### src/rtl/mips_multicycle_ctrl.sv
// mips_multicycle_ctrl: multicycle MIPS sequencer sharing one memory port between fetch and data.
// Optional ILLEGAL_TRAP_EN makes illegal opcodes a sticky trap instead of a retiring NOP.
module mips_multicycle_ctrl #(
    parameter int CNT_WIDTH = 32
) (
    input  logic                 i_clk,
    input  logic                 i_reset,
    input  logic [5:0]           i_op,
    input  logic [5:0]           i_funct,
    input  logic                 i_zero,
    input  logic                 i_mem_ready,
    output logic                 o_mem_req,
    output logic                 o_iord,
    output logic                 o_memwrite,
    output logic                 o_irwrite,
    output logic                 o_pcwrite,
    output logic                 o_branch,
    output logic                 o_pcen,
    output logic [1:0]           o_pcsrc,
    output logic                 o_alusrca,
    output logic [1:0]           o_alusrcb,
    output logic [3:0]           o_alucontrol,
    output logic                 o_signext,
    output logic                 o_shiftl16,
    output logic                 o_regdst,
    output logic                 o_memtoreg,
    output logic                 o_regwrite,
    output logic                 o_lb_en,
    output logic [CNT_WIDTH-1:0] o_instret,
    output logic                 o_trap
);
    typedef enum logic [3:0] {
        S_FETCH, S_DECODE, S_MEMADR, S_MEMRD, S_MEMWB, S_MEMWR, S_EXEC,
        S_ALUWB, S_BRANCH, S_IEXEC, S_IWB, S_JUMP, S_ILLEGAL
    } state_t;
    localparam logic [3:0] ALU_ADD = 4'b0010, ALU_SUB = 4'b1010, ALU_AND = 4'b0000,
                           ALU_OR = 4'b0001, ALU_SLT = 4'b1011, ALU_XOR = 4'b0100;
    state_t                r_state, w_next;
    logic [CNT_WIDTH-1:0]  r_instret;
    logic                  w_mem_req, w_iord, w_memwrite, w_irwrite, w_pcwrite, w_branch;
    logic                  w_alusrca, w_signext, w_shiftl16, w_regdst, w_memtoreg, w_regwrite, w_lb_en;
    logic [1:0]            w_pcsrc, w_alusrcb;
    logic [3:0]            w_alucontrol, w_r_alu;
    logic                  w_funct_ok, w_retire;
    always_ff @(posedge i_clk or negedge i_reset) begin
        if (!i_reset) begin
            r_state   <= S_FETCH;
            r_instret <= '0;
        end else begin
            r_state <= w_next;
            if (w_retire) r_instret <= r_instret + CNT_WIDTH'(1);
        end
    end
    // funct stays valid from DECODE on, so ALUWB can re-derive whether the R-type was legal
    always_comb begin
        w_r_alu    = ALU_ADD;
        w_funct_ok = 1'b1;
        case (i_funct)
            6'b100000, 6'b100001: w_r_alu = ALU_ADD;
            6'b100010, 6'b100011: w_r_alu = ALU_SUB;
            6'b100100:            w_r_alu = ALU_AND;
            6'b100101:            w_r_alu = ALU_OR;
            6'b101010:            w_r_alu = ALU_SLT;
            6'b100110:            w_r_alu = ALU_XOR;
            default:              w_funct_ok = 1'b0;
        endcase
    end
    always_comb begin
        w_next       = r_state;
        w_mem_req    = 1'b0;
        w_iord       = 1'b0;
        w_memwrite   = 1'b0;
        w_irwrite    = 1'b0;
        w_pcwrite    = 1'b0;
        w_branch     = 1'b0;
        w_pcsrc      = 2'b00;
        w_alusrca    = 1'b0;
        w_alusrcb    = 2'b00;
        w_alucontrol = 4'b0000;
        w_signext    = 1'b0;
        w_shiftl16   = 1'b0;
        w_regdst     = 1'b0;
        w_memtoreg   = 1'b0;
        w_regwrite   = 1'b0;
        w_lb_en      = 1'b0;
        case (r_state)
            S_FETCH: begin
                w_mem_req    = 1'b1;
                w_irwrite    = i_mem_ready;
                w_pcwrite    = i_mem_ready;
                w_alusrcb    = i_mem_ready ? 2'b01 : 2'b00;
                w_alucontrol = i_mem_ready ? ALU_ADD : 4'b0000;
                w_next       = i_mem_ready ? S_DECODE : S_FETCH;
            end
            S_DECODE: begin
                w_alusrcb    = 2'b11;
                w_signext    = 1'b1;
                w_alucontrol = ALU_ADD;
                case (i_op)
                    6'b000000:                       w_next = S_EXEC;
                    6'b100011, 6'b101011, 6'b100100: w_next = S_MEMADR;
                    6'b000100:                       w_next = S_BRANCH;
                    6'b001000, 6'b001001, 6'b001101,
                    6'b001110, 6'b001111:            w_next = S_IEXEC;
                    6'b000010:                       w_next = S_JUMP;
                    default:                         w_next = S_ILLEGAL;
                endcase
            end
            S_MEMADR: begin
                w_alusrca    = 1'b1;
                w_alusrcb    = 2'b10;
                w_signext    = 1'b1;
                w_alucontrol = ALU_ADD;
                w_next       = (i_op == 6'b101011) ? S_MEMWR : S_MEMRD;
            end
            S_MEMRD: begin
                w_mem_req = 1'b1;
                w_iord    = 1'b1;
                w_next    = i_mem_ready ? S_MEMWB : S_MEMRD;
            end
            S_MEMWB: begin
                w_memtoreg = 1'b1;
                w_regwrite = 1'b1;
                w_lb_en    = (i_op == 6'b100100);
                w_next     = S_FETCH;
            end
            S_MEMWR: begin
                w_mem_req  = 1'b1;
                w_iord     = 1'b1;
                w_memwrite = i_mem_ready;
                w_next     = i_mem_ready ? S_FETCH : S_MEMWR;
            end
            S_EXEC: begin
                w_alusrca    = 1'b1;
                w_alucontrol = w_r_alu;
                w_next       = S_ALUWB;
            end
            S_ALUWB: begin
                w_regdst   = 1'b1;
                w_regwrite = w_funct_ok;
                w_next     = S_FETCH;
            end
            S_BRANCH: begin
                w_alusrca    = 1'b1;
                w_alucontrol = ALU_SUB;
                w_branch     = 1'b1;
                w_pcsrc      = 2'b01;
                w_next       = S_FETCH;
            end
            S_IEXEC: begin
                w_alusrca    = 1'b1;
                w_alusrcb    = 2'b10;
                w_signext    = (i_op == 6'b001000) || (i_op == 6'b001001);
                w_shiftl16   = (i_op == 6'b001111);
                w_alucontrol = (i_op == 6'b001101) ? ALU_OR : (i_op == 6'b001110) ? ALU_XOR : ALU_ADD;
                w_next       = S_IWB;
            end
            S_IWB: begin
                w_regwrite = 1'b1;
                w_next     = S_FETCH;
            end
            S_JUMP: begin
                w_pcsrc   = 2'b10;
                w_pcwrite = 1'b1;
                w_next    = S_FETCH;
            end
`ifdef ILLEGAL_TRAP_EN
            S_ILLEGAL: w_next = S_ILLEGAL;
`else
            S_ILLEGAL: w_next = S_FETCH;
`endif
            default: w_next = S_FETCH;
        endcase
    end
    assign w_retire     = (r_state != S_FETCH) && (w_next == S_FETCH);
    assign o_mem_req    = i_reset & w_mem_req;
    assign o_iord       = i_reset & w_iord;
    assign o_memwrite   = i_reset & w_memwrite;
    assign o_irwrite    = i_reset & w_irwrite;
    assign o_pcwrite    = i_reset & w_pcwrite;
    assign o_branch     = i_reset & w_branch;
    assign o_pcen       = i_reset & (w_pcwrite | (w_branch & i_zero));
    assign o_pcsrc      = i_reset ? w_pcsrc : 2'b00;
    assign o_alusrca    = i_reset & w_alusrca;
    assign o_alusrcb    = i_reset ? w_alusrcb : 2'b00;
    assign o_alucontrol = i_reset ? w_alucontrol : 4'b0000;
    assign o_signext    = i_reset & w_signext;
    assign o_shiftl16   = i_reset & w_shiftl16;
    assign o_regdst     = i_reset & w_regdst;
    assign o_memtoreg   = i_reset & w_memtoreg;
    assign o_regwrite   = i_reset & w_regwrite;
    assign o_lb_en      = i_reset & w_lb_en;
    assign o_instret    = i_reset ? r_instret : '0;
`ifdef ILLEGAL_TRAP_EN
    assign o_trap       = i_reset & (r_state == S_ILLEGAL);
`else
    assign o_trap       = 1'b0;
`endif
endmodule

### config.mk
export PLATFORM = sky130hd
export DESIGN_NAME = mips_multicycle_ctrl
export DESIGN_NICKNAME = d
export VERILOG_FILES = /design/src/rtl/mips_multicycle_ctrl.sv
export SDC_FILE = /design/constraint.sdc
export NUM_CORES = 1
export LEC_CHECK = 0
export ABC_CLOCK_PERIOD_IN_PS = 2300
export CAP_MARGIN = 20
export CORE_ASPECT_RATIO = 0.8
export CORE_MARGIN = 5
export CORE_UTILIZATION = 29
export DETAILED_ROUTE_END_ITERATION = 8
export SLEW_MARGIN = 20
export SYNTH_ARGS = -nofsm -noshare
export SYNTH_HDL_FRONTEND = slang
export SYNTH_SLANG_ARGS = --single-unit
### constraint.sdc
create_clock -name i_clk -period 2.3 [get_ports i_clk]
set_clock_uncertainty 0.1 [all_clocks]
set_input_delay 0.69 -clock i_clk [delete_from_list [all_inputs] [get_ports i_clk]]
set_output_delay 0.69 -clock i_clk [all_outputs]
set_load 0.005 [all_outputs]
Yosys cells after proc, flatten, opt, wreduce, memory -nomap -nowiden --
Index checks and enable logic that the tools add are counted.
Word-level totals: memories 0, ROM bits 0, latch bits 0, output and inout port bits 55, flip-flop bits (word level) 36, bits in writable memories 0, word-level logic and storage cells 96
Operators by class: multiplexer cells 32, $add $sub $neg 1, reductions and logical operators 16, magnitude comparators 0, eq/ne operators 29, shift-type cells 0, bitwise operators 16, divide/modulo/power cells 0, multipliers 0
Operators with widths (count):
- $eq A6 B6 Y1 const B | 11
- $pmux W4 S5 | 3
- $add A32 B1 Y32 const B | 1
- $mux W32 | 1
- $eq A6 B4 Y1 const B | 5
- $pmux W4 S7 | 1
- $eq A4 B3 Y1 const B | 4
- $eq A4 B4 Y1 const B | 4
- $and A1 B1 Y1 | 15
- $mux W3 | 5
- $mux W1 | 13
- $reduce_or A2 Y1 | 5
- $eq A4 B2 Y1 const B | 2
- $logic_not A4 Y1 | 2
- $reduce_or A8 Y1 | 1
- $eq A6 B2 Y1 const B | 1
- $eq A6 B3 Y1 const B | 1
- $logic_not A6 Y1 | 1
- $mux W2 | 3
- $pmux W1 S2 | 3
- $pmux W2 S3 | 1
- $reduce_or A3 Y1 | 2
- $reduce_or A5 Y1 | 1
- $eq A4 B1 Y1 const B | 1
- 7 further kinds | 7

Longest topological paths before layout --
Gate-level depths: netlist (run 1).
depth after elaboration 6, mapped depth 8, mapped depth without buffers 6

Worst setup path before layout (run 1) --
OpenSTA, ideal clock, no wires.
path type input to register, start point input port i_op[5], end point register r_instret[27], path slack -309 ps, setup time 123 ps, arrival 2386 ps, buffers on the path 2, required time 2077 ps, stages on the path 8, cells stage by stage buf_2 and4b_4 a32o_1 a221o_1 nor4b_4 buf_4 nand3_1 xnor2_1
On the way: longest elaborated chain between the ends 6, elaborated cells on any way between the ends 18
RTL lines:
- from (decl) | RTL line 8 | input logic [5:0] i_op,
- $eq A6 B4 Y1, or another cell as far along | RTL line 99 | case (i_op)
- $reduce_or A5 Y1 / $reduce_or A3 Y1 (equally long branches) | RTL line 99
- $pmux W4 S5 | RTL line 99
- $pmux W4 S7 (*) | RTL line 86 | case (r_state)
- via w_next[2] | RTL line 38 | state_t r_state, w_next;
- $logic_not A4 Y1 (*) | RTL line 175 | assign w_retire = (r_state != S_FETCH) && (w_next == S_FETCH);
- $logic_and A1 B1 Y1 (*) | RTL line 175
- to (signal assigned) | RTL line 51 | if (w_retire) r_instret <= r_instret + CNT_WIDTH'(1);
- to (decl) | RTL line 39 | logic [CNT_WIDTH-1:0] r_instret;
The timed path passes the listed nets; every way through them passes the cells marked *. A chain may end at the register's enable or synchronous reset.

Worst setup path in the final report (run 1) --
start point register r_state[2], end point register r_instret[13]
On the way: longest elaborated chain between the ends 4, elaborated cells on any way between the ends 11
RTL lines:
- from (decl) | RTL line 38
- from (signal assigned) | RTL line 50 | r_state <= w_next;
- $eq A4 B4 Y1, or another cell as far along | RTL line 86
- $pmux W4 S7 (*) | RTL line 86
- via w_next[0] | RTL line 38
- $logic_not A4 Y1 (*) | RTL line 175
- $logic_and A1 B1 Y1 (*) | RTL line 175
Marked as above.

==> summary.txt, run 1 <==
Outcome
  – Run status: complete, but fails checks
  – Failing checks: negative setup slack

Worst setup path
  – Crit path arrival time: ~2.7 ns
  – Required time of the critical path: 2.39 ns
  – Crit path capture type: flip-flop
  – Worst Setup Start Kind: flip-flop
  – Setup slack, reg-to-reg: -0.27 ns
  – CP max stage delay: 0.52 ns
  – Cell Chain, Critical Path: buf_4 -> or4b_4 -> or3_1 -> o32ai_2 -> nor4b_4 -> buf_6 -> clkbuf_16 -> nand4_1 -> xnor2_1
  – Critical Path Slowest Stage Cell: or4b_4
  – Crit Path Max Fanout: 6
  – Setup CP Type: flip-flop to flip-flop

Drt
  – Iter 0 DRT Violations: about 130
  – Residual DRC: 0
  – Detail Route Antenna Nets: 0
  – Wire length after detailed routing: 8980 um
  – Wire length per cell: approximately 16 um
  – DR vias: 2878
  – Via/cell ratio: 5.07
  – 1st-pass router iterations: 4

Logic synthesis
  – Synth Flop Type: dfrtp_1
  – Area leader, netlist: dfrtp_1
  – Distinct cells, synth: between 50 and 60
  – Yosys top cell area share: 0.340
  – Async SR Flop Fraction: 1.00
  – Number of synthesized flops with an enable pin: 0
  – Post-synthesis sequential area ratio: 0.340
  – Synth area leaders: dfrtp_1 (34%), xnor2_1 (11%), and2_1 (8.7%)
  – Synthesized area: approximately 2600 um^2
  – Avg Cell Area, Syn: slightly below 9 um^2
  – Synthesized net count: between 300 and 400
  – Cell count after synthesis: around 300
  – Most common cell in the netlist: and2_1
  – Yosys warns: 0
  – #FFs+latches synth: 36
  – Top post-synthesis cells by count: and2_1 (37), dfrtp_1 (36), xnor2_1 (32)

Final layout
  – Fillers: between 800 and 900
  – Footprint of the multi-input gates: ~2000 um^2
  – Share of cells above drive strength 1: 0.448
  – Ant diodes: 0
  – FF/Latch Area: between 900 and 1000 um^2
  – Area Overhead vs Synth: 79.5%
  – Final nets: 469

Clock network
  – Max Root-Sink Buffers: 2
  – Clock sinks: 36
  – H-tree Lvls: 2
  – Root buffer cell: clkbuf_16
  – Hold bufs inserted after CTS: 0
  – Skew-Pair Late Insertion Delay: ~0.27 ns
  – CTS tree: yes
  – TritonCTS Buffers: 5
  – Clock Pin Slew Worst Setup and Hold Paths: 0.06 ns

Floorplanning
  – Chip width: around 120 um
  – Die Ht: ~95 um
  – CORE AREA: between 8000 and 9000 um^2
  – Die area: 11200 um^2
  – Starting Density: 0.294
  – Io pins: just over 70
  – Row cnt: 31

Pwr
  – P_leak: about 2.2 nW
  – Comb power frac: 0.621
  – NetSw: about 1.6 mW
  – Max IR drop VDD: around 0.50 mV
  – Clock share of power: 0.188
  – PwrDens: ~900 nW/um^2
  – Sequential share of power: 0.192
  – P_int: 2.82 mW
  – Sw Ratio: 0.355
  – Total power: 4.38 mW

Global route
  – Vias in the first global route: 2791
  – GRT Util Overall: 0.156
  – Remaining Overflow, GRT: 0
  – Largest net degree at the start of global routing: 25
  – Initial antenna violation count: 1
  – First-pass GRT wire length: around 14000 um

Timing
  – Final Cycle Share: 1.12
  – Period minus WS final: ~2.6 ns
  – Setup TNS: -7.20 ns
  – Fin. Hold Viols: 0
  – Pins Over Slew Limit: 0
  – RSZ-0062 raised after global routing: true
  – Fin Hold WS: roughly 0.29 ns
  – Fmax: 389 MHz
  – Final setup margin: -0.268 ns
  – Endpoints failing setup: 43

Flow run
  – Max cap viols: 0

Worst hold path
  – Worst min-delay path class: input pin to asynchronous set/reset pin

Placed design
  – IO Port Bufs: between 60 and 70
  – Routability Congestion: ~0.88
  – DP Wirelength: ~5700 um
[layer usage]
| layer | part of all wire | GRT usage |
|---|---|---|
| met5 | 0 | 0 |
| met2 | 0.48 | 0.242 |
| met4 | 0.0073 | 0.0334 |
| met3 | 0.065 | 0.0419 |
| met1 | 0.45 | 0.216 |
[what timing repair did]
action,in CTS,in global routing
gates cloned,3,2
setup endpoints to repair,86,60
gates resized for setup,235,73
pin swaps,32,25
setup buffers,22,8
[power groups by stage]
| stage | logic [mW] | registers [mW] | clock network (mW) |
|---|---|---|---|
| 4_1_cts | 2.24 | 0.835 | 0.839 |
| 6_report | 2.71 | 0.839 | 0.821 |
| 3_5_place_dp | 1.77 | 0.837 | 0 |
| 2_1_floorplan | 0.922 | 0.799 | 0 |
| 3_3_place_gp | 1.77 | 0.840 | 0 |
| 5_1_grt | 2.89 | 0.856 | 0.869 |
[area by class of cell]
| cell class | instances | area share |
|---|---|---|
| Clock buffer | 7 | 0.0321 |
| Clock inverter | 1 | 0.00632 |
| Timing Repair Buffer | 163 | 0.319 |
| Tap cell | 115 | 0.0303 |
| Inverter | 5 | 0.00447 |
| Sequential cell | 36 | 0.190 |
| Multi-Input combinational cell | 241 | 0.418 |
[cell usage in the layout, fill, tap and decap left out, drive strengths merged, types with 2 or more instances in the layout]
cell / count
xor2: 2
clkbuf: 14
a211oi: 3
and4: 6
nor3: 7
nor4b: 3
o31ai: 2
nand4: 17
and4b: 2
nor3b: 7
o21ai: 6
xnor2: 32
nand3: 19
dlygate4sd2: 26
nor4: 2
nor2: 19
and3: 17
nor2b: 8
buf: 118
nand2: 11
dfrtp: 36
and2: 37
nand3b: 2
a21oi: 9
nand2b: 5
clkdlybuf4s15: 10
inv: 5
[worst max-delay path: cells and delay by family, from the launching register on]
kind,cells,cell delay [ns]
and+or+nand+nor,4,1.08
buffers and inverters,3,0.50
DFF,1,0.47
xor gates and xnor gates,1,0.13
AOI/OAI and AO/OA,1,0.20
[path summary, 6_finish.rpt]
kind                                  to           from  cells after the start
setup / recovery           r_instret[13]     r_state[2]                      9
hold / removal             r_instret[27]        i_reset                      2
setup reg to reg           r_instret[13]     r_state[2]                      9
hold reg to reg            r_instret[31]  r_instret[31]                      1
max in group asynchronous     r_state[2]        i_reset                      3
min in group i_clk         r_instret[31]  r_instret[31]                      1
[sequential cells by signal, indices dropped and copies added, names as in the netlist]
name       flops
r_state        4
r_instret     32
[metrics by stage]
step / utilization / cells / worst slack [ns] / cell area, um^2
final: 0.528 / 568 / -0.268 / 4750
after detailed placement: 0.430 / 529 / -1.05 / 3870
after global routing: 0.528 / 568 / -0.356 / 4750
after global placement: 0.430 / 529 / -1.02 / 3870
after floorplan: - / 304 / -0.307 / 2690
after CTS: 0.498 / 562 / -0.230 / 4480
[logic make-up after synthesis]
kind of cell / after synthesis / synth area share
buf+inv: 27 / 0.0529
simple gates: 167 / 0.385
flops: 36 / 0.340
xor+xnor: 34 / 0.112
compound gates: 37 / 0.0987
mux: 1 / 0.00425
other cells: 1 / 0.00142
fa+ha+maj: 1 / 0.00472
(Power assumes the default switching activity.)
==> inputs of run 2 (changes only) <==
--- a/config.mk
+++ b/config.mk
@@ -11,4 +11,5 @@
 export CORE_MARGIN = 5
-export CORE_UTILIZATION = 29
+export CORE_UTILIZATION = 44
 export DETAILED_ROUTE_END_ITERATION = 8
+export PLACE_DENSITY = 0.77
 export SLEW_MARGIN = 20
==> constraint.sdc (replaced) <==
create_clock -name i_clk -period 2.3 [get_ports i_clk]
set_clock_uncertainty 0.1 [all_clocks]
set_input_delay 0.345 -clock i_clk [delete_from_list [all_inputs] [get_ports i_clk]]
set_output_delay 0.345 -clock i_clk [all_outputs]
set_load 0.005 [all_outputs]
==> summary.txt, run 2 (synthesis results as in run 1) <==
Placed design
  – IO Port Bufs: 69
  – Placed instance area: 3610 um^2
  – DP Wirelength: a little over 5000 um
  – Routability Congestion: approximately 0.95
  – Post-place setup slack: -0.596 ns

Global route
  – Vias in the first global route: approximately 2.5k
  – Largest net degree at the start of global routing: 54
  – GRT Util Overall: 0.179
  – Remaining Overflow, GRT: 0
  – Initial antenna violation count: 0
  – First-pass GRT wire length: about 12000 um

Drt
  – Wire length after detailed routing: roughly 7600 um
  – Residual DRC: 0
  – 1st-pass router iterations: 4
  – Via/cell ratio: between 5 and 6
  – Detail Route Antenna Nets: 0
  – Iter 0 DRT Violations: around 170
  – DR vias: approximately 2.7k
  – Wire length per cell: about 16 um

Pwr
  – Max IR drop VDD: about 0.52 mV
  – PwrDens: ~840 nW/um^2
  – P_leak: around 1.8 nW

Floorplanning
  – Die area: between 7000 and 8000 um^2
  – CORE AREA: 5880 um^2
  – Starting Density: 0.450
  – Io pins: 71
  – Chip width: around 97 um
  – Die Ht: ~79 um
  – Row cnt: 25

Timing
  – Final Cycle Share: 1.07
  – Fin. Hold Viols: 0
  – Final setup margin: -0.171 ns
  – RSZ-0062 raised after global routing: true
  – Period minus WS final: 2.47 ns
  – Fmax: 405 MHz
  – Worst Tran Pin Value: slightly above 0.5 ns
  – Endpoints failing setup: 32
  – Pins Over Slew Limit: 0
  – Max_slew headroom: 0.657

Worst hold path
  – Worst min-delay path class: input pin to asynchronous set/reset pin

Final layout
  – Final instance area: around 4000 um^2
  – Ant diodes: 0
  – Most frequent cells in the layout: clkdlybuf4s50_1 (44), dfrtp_1 (36), and2_1 (35)
  – Top reg by flops: r_instret
  – Flip-flop count of the largest register after layout: 32
  – Most common cell after layout, fill and taps aside: clkdlybuf4s50_1
  – Area Overhead vs Synth: 51.3%
  – Final nets: around 420
  – Largest registers: r_instret x32, r_state x4
  – Post-layout util: 0.682
  – Share of cells above drive strength 1: 0.232

Worst setup path
  – Worst setup path start: r_state[0]
  – Crit path capture type: flip-flop
  – Crit Path Max Fanout: 8
  – Setup CP Type: flip-flop to flip-flop
  – Setup slack, reg-to-reg: -0.17 ns
  – Cell Chain, Critical Path: buf_6 -> buf_6 -> nor2b_4 -> a32o_1 -> a221o_1 -> nor4b_4 -> buf_6 -> clkbuf_16 -> nand4_1 -> xnor2_1
  – Register-to-Register Path Depth: 10
  – Most used cell, CP: buf_6
  – Worst Setup Start Kind: flip-flop
  – Top Family by Delay on Critical Path: compound AO/OA/AOI/OAI gates
  – RR Startpoint: r_state[0]
  – Worst path bufs/invs: 4
  – Critical Path Slowest Stage Cell: dfrtp_1
  – Crit path arrival time: between 2 and 3 ns
  – Worst r2r dst: r_instret[30]
  – CP max stage delay: ~0.42 ns
  – Required time of the critical path: 2.39 ns

Clock network
  – Hold bufs inserted after CTS: 0
  – Root buffer cell: clkbuf_8
  – CTS tree: yes
  – Clock sinks: 36
  – Max Root-Sink Buffers: 2
  – Clock Pin Slew Worst Setup and Hold Paths: 0.07 ns
  – TritonCTS Buffers: 5
  – Skew-Pair Late Insertion Delay: 0.28 ns
  – H-tree Lvls: 2

Flow run
  – Max cap viols: 0

Outcome
  – Run status: complete, but fails checks
  – Failing checks: negative setup slack
## run 2: cell count changes in the layout (fill, tap and decap cells not counted), moves of 7 or more
| cell | before | now |
|---|---|---|
| nand3_1 | 8 | 15 |
| buf_6 | 33 | 9 |
| clkdlybuf4s50_1 | 1 | 44 |
| dlygate4sd2_1 | 26 | 14 |
| buf_4 | 60 | 33 |
| buf_2 | 17 | 2 |
| clkdlybuf4s15_1 | 8 | 0 |
## run 2: per-layer routing
layer	global-route usage	up-vias	share of wire
li1	-	1292	-
met1	0.239	1280	0.44
met2	0.299	81	0.51
met3	0.0419	6	0.051
met4	0.0379	0	0.0062
met5	0	-	0
## run 2: layout make-up
cell class | count | area (um^2)
fill | 470 | 1870
multi-input combinational | 241 | 1780
timing repair buffer | 116 | 1110
sequential | 36 | 901
tap | 81 | 101
clock buffer | 7 | 96.3
inverter | 5 | 18.8
## run 2: where the power goes
| part | internal, mW | leakage, nW | switching, mW | total [mW] |
|---|---|---|---|---|
| combinational | 1.09 | 1.26 | 0.977 | 2.07 |
| clock | 0.267 | 0.0503 | 0.213 | 0.480 |
| sequential | 0.716 | 0.490 | 0.0963 | 0.813 |
| total | 2.07 | 1.80 | 1.29 | 3.36 |
## run 2: timing repair
| item | in CTS | in global routing |
|---|---|---|
| pin swaps | 11 | 11 |
| gates resized for setup | 39 | 48 |
| cloned | 0 | 2 |
| setup buffers | 4 | 5 |
| endpoints found under the setup margin | 51 | 47 |
## run 2: how the worst max path moves through the flow
stage	to	slack, ns	depth (start not counted)
2_1_floorplan	r_instret[27]	0.02	8
3_3_place_gp	r_instret[1]	-0.53	8
3_5_place_dp	r_instret[1]	-0.60	8
4_1_cts	o_alucontrol[0]	-0.14	7
5_1_grt	r_instret[30]	-0.26	10
6_report	r_instret[30]	-0.17	10
## run 2: stage by stage
step / hold slack [ns] / power, mW / setup TNS [ns] / instances
floorplan: -0.0506 / 1.70 / 0 / 304
global placement: 0.357 / 2.28 / -17.00 / 468
detailed placement: 0.366 / 2.31 / -19.48 / 468
CTS: 0.0792 / 2.91 / -2.17 / 479
global route: 0.166 / 3.55 / -5.71 / 486
finish: 0.147 / 3.36 / -3.32 / 486
==> inputs of run 3 (changes only) <==
Settings changed: ABC_CLOCK_PERIOD_IN_PS 2300 to 2450, CAP_MARGIN 20 to default, CORE_UTILIZATION 44 to 49, PLACE_DENSITY 0.77 to default, PLACE_DENSITY_LB_ADDON from default to 0.3.
Clock period 2.3 ns to 2.45 ns, I/O delays scaled along.
==> summary.txt, run 3 (synthesis results as in run 1) <==
Final layout
  – Fillers: about 280
  – FF/Latch Area: around 900 um^2
  – Top reg by flops: r_instret
  – Most common cell after layout, fill and taps aside: clkdlybuf4s50_1
  – Footprint of the multi-input gates: roughly 2000 um^2
  – Share of cells above drive strength 1: 0.315
  – Post-layout util: 0.822
  – Final nets: approximately 440
  – Final instance area: around 4400 um^2
  – Area Overhead vs Synth: 65.9%
  – Largest registers: r_instret x32, r_state x4
  – Most frequent cells in the layout: clkdlybuf4s50_1 (46), buf_4 (40), and2_1 (35)
  – Ant diodes: 0
  – Flip-flop count of the largest register after layout: 32

Timing
  – Fin Hold WS: 0.157 ns
  – Fmax: 365 MHz
  – RSZ-0062 raised after global routing: true
  – Worst Tran Pin Value: between 0.5 and 0.6 ns
  – Final setup margin: -0.293 ns
  – Final Cycle Share: 1.12
  – Endpoints failing setup: 31
  – Pins Over Slew Limit: 0
  – Fin. Hold Viols: 0
  – Max_slew headroom: 0.642
  – Period minus WS final: approximately 2.7 ns

Clock network
  – TritonCTS Buffers: 5
  – Clock sinks: 36
  – Clock Pin Slew Worst Setup and Hold Paths: approximately 0.08 ns
  – Root buffer cell: clkbuf_8
  – Hold bufs inserted after CTS: 0
  – H-tree Lvls: 2
  – Max Root-Sink Buffers: 2
  – Skew-Pair Late Insertion Delay: approximately 0.30 ns
  – CTS tree: yes

Worst hold path
  – Worst min-delay path class: input pin to asynchronous set/reset pin

Placed design
  – Placed instance area: about 3500 um^2
  – DP Wirelength: 4940 um
  – IO Port Bufs: 69
  – Routability Congestion: ~0.85

Worst setup path
  – Setup CP Type: flip-flop to flip-flop
  – Worst Setup Start Kind: flip-flop
  – Required time of the critical path: 2.54 ns
  – Crit Path Max Fanout: 10
  – Crit path arrival time: ~2.8 ns
  – Crit path capture type: flip-flop

Drt
  – Detail Route Antenna Nets: 0
  – DR vias: ~3k
  – 1st-pass router iterations: 5
  – Residual DRC: 0
  – Via/cell ratio: around 6.3
  – Wire length after detailed routing: just under 10000 um
  – Wire length per cell: 20.3 um
  – Iter 0 DRT Violations: approximately 310

Floorplanning
  – Row cnt: 24
  – Io pins: 71
  – Starting Density: 0.496
  – Chip width: approximately 92 um
  – CORE AREA: about 5300 um^2
  – Die Ht: about 76 um
  – Die area: roughly 7000 um^2

Global route
  – GRT Util Overall: 0.199
  – Vias in the first global route: about 2.4k
  – Largest net degree at the start of global routing: 70
  – Initial antenna violation count: 0
  – First-pass GRT wire length: 11300 um
  – Remaining Overflow, GRT: 0

Outcome
  – Failing checks: negative setup slack
  – Run status: complete, but fails checks

Pwr
  – Max IR drop VDD: 0.738 mV
  – P_leak: 1.99 nW
  – PwrDens: roughly 870 nW/um^2

Flow run
  – Max cap viols: 0
==> run 3: power breakdown <==
group | switching [mW] | leakage (nW) | internal (mW)
clock network | 0.234 | 0.0552 | 0.302
registers | 0.117 | 0.487 | 0.675
logic | 1.16 | 1.45 | 1.32
total | 1.51 | 1.99 | 2.30
==> run 3: cell type report <==
type | count | area share
sequential | 36 | 0.206
clock buffer | 6 | 0.0165
clock inverter | 2 | 0.00797
multi-input combinational | 241 | 0.453
inverter | 5 | 0.00427
timing repair buffer | 129 | 0.294
tap | 65 | 0.0185
==> run 3: final timing paths <==
kind / start / to / slack [ns] / depth (start not counted)
max: r_state[0] / r_instret[19] / -0.29 / 10
min: i_reset / r_instret[29] / 0.16 / 2
max reg2reg: r_state[0] / r_instret[19] / -0.29 / 10
min reg2reg: r_instret[22] / r_instret[22] / 0.38 / 1
max in group asynchronous: i_reset / r_state[0] / 1.82 / 2
min in group i_clk: r_instret[22] / r_instret[22] / 0.38 / 1
==> run 3: routing by layer <==
layer	up-vias	track usage	part of all wire
met2	193	0.334	0.48
met5	-	0	0
met4	0	0.0428	0.023
li1	1317	-	-
met1	1487	0.271	0.42
met3	29	0.0405	0.075
==> run 3: what timing repair did <==
item | 4_1_cts | 5_1_grt
setup endpoints to repair | 45 | 46
gates resized for setup | 33 | 98
cloned | 1 | 3
buffers inserted | 6 | 18
pin swaps | 3 | 31
==> run 3: through the flow <==
step | instances | setup TNS (ns) | total power, mW | setup WS (ns)
2_1_floorplan | 304 | 0 | 1.59 | 0.163
3_3_place_gp | 448 | -10.20 | 2.06 | -0.346
3_5_place_dp | 448 | -12.62 | 2.08 | -0.425
4_1_cts | 463 | -1.01 | 2.79 | -0.102
5_1_grt | 484 | -4.21 | 3.95 | -0.368
6_report | 484 | -2.02 | 3.81 | -0.293
==> run 3: critical path: stages (launching register included) <==
cell       delay, ns
dfrtp_2         0.49
buf_6           0.16
buf_16          0.14
nand4b_1        0.14
a31oi_4         0.12
a221o_1         0.34
nor4b_4         0.35
buf_6           0.18
clkbuf_16       0.15
nand4_1         0.16
xnor2_1         0.31
==> patch, RTL diff (settings of run 2) <==
Set the parameter `CNT_WIDTH` to 36 (it was 32).
--- a/src/rtl/mips_multicycle_ctrl.sv
+++ b/src/rtl/mips_multicycle_ctrl.sv
@@ -1,7 +1,7 @@
 // mips_multicycle_ctrl: multicycle MIPS sequencer sharing one memory port between fetch and data.
 // Optional ILLEGAL_TRAP_EN makes illegal opcodes a sticky trap instead of a retiring NOP.
 module mips_multicycle_ctrl #(
-    parameter int CNT_WIDTH = 32
+    parameter int CNT_WIDTH = 36
 ) (
     input  logic                 i_clk,
     input  logic                 i_reset,
Ports: changed (resized o_instret); port bits go from 71 to 75. No check against the original RTL was run, so the function may have changed too.
==> patch against run 2 <==
  * The flow still finishes with violations (setup timing)
  * Area after synthesis rose by 14%
  * Total power rose by 41%
  * Worst setup slack improved by 0.035 ns
  * Hold slack improved by 0.029 ns
  * Design area rose by 23%
  * Sequential share of layout area fell by 2.2 points
  * First-iteration DRC count rose by 74%
  * Routed wire length rose by 53%
  * Sequential cell count rose by 4
  * Fmax rose by 1.4%
  * Sequential power rose by 14%
  * Via count rose by 33%
  * Largest cell class unchanged
  * Largest power group unchanged
==> patch: results <==
metrics = {
    "outcome": {
        "outcome": "finished, violations left",
        "violations": "setup timing",
    },
    "cts": {
        "cts.clk_slew.worst_paths_ns": 0.09,
        "clock_path_buffers": 2,
        "cts_root_buf": "clkbuf_8",
        "clock_latency_ns": 0.31,
    },
    "finish": {
        "drive_gt1_frac": 0.335,
        "multi_input_area_um2": 2210,
        "final_cell_count_no_fill": 574,
        "num-fill-cells": 435,
        "nNetsFinal": 503,
        "reg_top3": "r_instret (36), r_state (4)",
    },
    "detailed_routing": {
        "drt-wirelength-per-cell_um": 20.1,
        "first_pass_iters": 6,
        "viasPerCell": 6.15,
        "drtIter0Drc": 294,
    },
    "yosys": {
        "syn-num-nets": 370,
        "yosys-top-cells-area": "dfrtp_1 (33%), xnor2_1 (10%), and2_1 (8.7%)",
        "yosys-top-cells-count": "and2_1 (42), dfrtp_1 (40), xnor2_1 (36), nand4_1 (25), and3_1 (22)",
        "yosysSeqAreaShare": 0.331,
        "ys_types": 54,
        "synthCells": 353,
    },
    "timing": {
        "worst_pin_slew_ns": 0.628,
        "whs_ns": 0.176,
        "finalSetupViolations": 38,
        "fin_ws_ns": -0.135,
        "setup_tns_ns": -2.54,
    },
    "setup_path": {
        "reg2reg_to": "r_instret[15]",
        "crit_family": "buffers and inverters",
        "path_max_fanout": 7,
        "arrival_ns": 2.53,
        "cp_slowest_stage_delay_ns": 0.46,
        "reg2reg_depth": 11,
        "cpMaxStageDelayCell": "dfrtp_2",
    },
    "placed_design": {
        "routabilityCongestion": 0.953,
        "place_area_um2": 4280,
        "pre_cts_ws_ns": -0.533,
        "port-buffer-count": 73,
        "place_inst": 547,
        "dp_hpwl_um": 6620,
    },
    "grt": {
        "grt_max_degree": 41,
        "gr-usage-all-layers": 0.221,
        "grt_first_pass_wirelength_um": 15500,
        "first_global_vias": 3208,
    },
    "power": {
        "ir_drop_mv": 0.782,
        "p_leak_nw": 2.23,
    },
}
## patch: kinds of logic (layout without fill, tap and decap cells)
kind of cell / count (synthesis) / count (layout) / synth area share
xor gates and xnor gates: 39 / 39 / 0.113
DFF: 40 / 40 / 0.331
other: 1 / 1 / 0.00124
AOI/OAI and AO/OA: 36 / 36 / 0.0823
muxes: 1 / 1 / 0.00372
adders and majority gates: 1 / 1 / 0.00413
buffers and inverters: 36 / 170 / 0.0612
and+or+nand+nor: 199 / 199 / 0.404
## patch: routing by layer
layer | routed length, um | up-vias | GRT usage
met5 | 0 | - | 0
met1 | 4460 | 1719 | 0.283
met2 | 5720 | 228 | 0.375
met4 | 487 | 0 | 0.0703
met3 | 894 | 53 | 0.0424
li1 | - | 1531 | -
## patch: final cells by class
class | count | share of cell area
Clock buffer | 7 | 0.0174
Clock inverter | 1 | 0.00152
Inverter | 7 | 0.00531
Multi-Input combinational cell | 277 | 0.447
Sequential cell | 40 | 0.203
Tap cell | 87 | 0.0220
Timing Repair Buffer | 155 | 0.304
## patch: what timing repair did
action	4_1_cts	5_1_grt
buffers inserted	12	7
cloned	2	0
hold buffers	1	0
pin swaps	19	50
endpoints found under the hold margin	9	0
setup endpoints to repair	57	48
gates resized for setup	72	71
## patch: worst max-delay path by stage
stage / to / slack [ns] / cells past startpoint
2_1_floorplan: r_instret[1] / 0.02 / 6
3_3_place_gp: r_instret[1] / -0.51 / 8
3_5_place_dp: r_instret[4] / -0.53 / 9
4_1_cts: o_alucontrol[1] / -0.20 / 7
5_1_grt: r_instret[20] / -0.25 / 11
6_report: r_instret[15] / -0.14 / 11
## patch: power breakdown
part	total [mW]	switching, mW	internal (mW)
sequential	0.930	0.140	0.791
combinational	3.29	1.58	1.71
clock	0.521	0.277	0.244
total	4.74	2.00	2.74
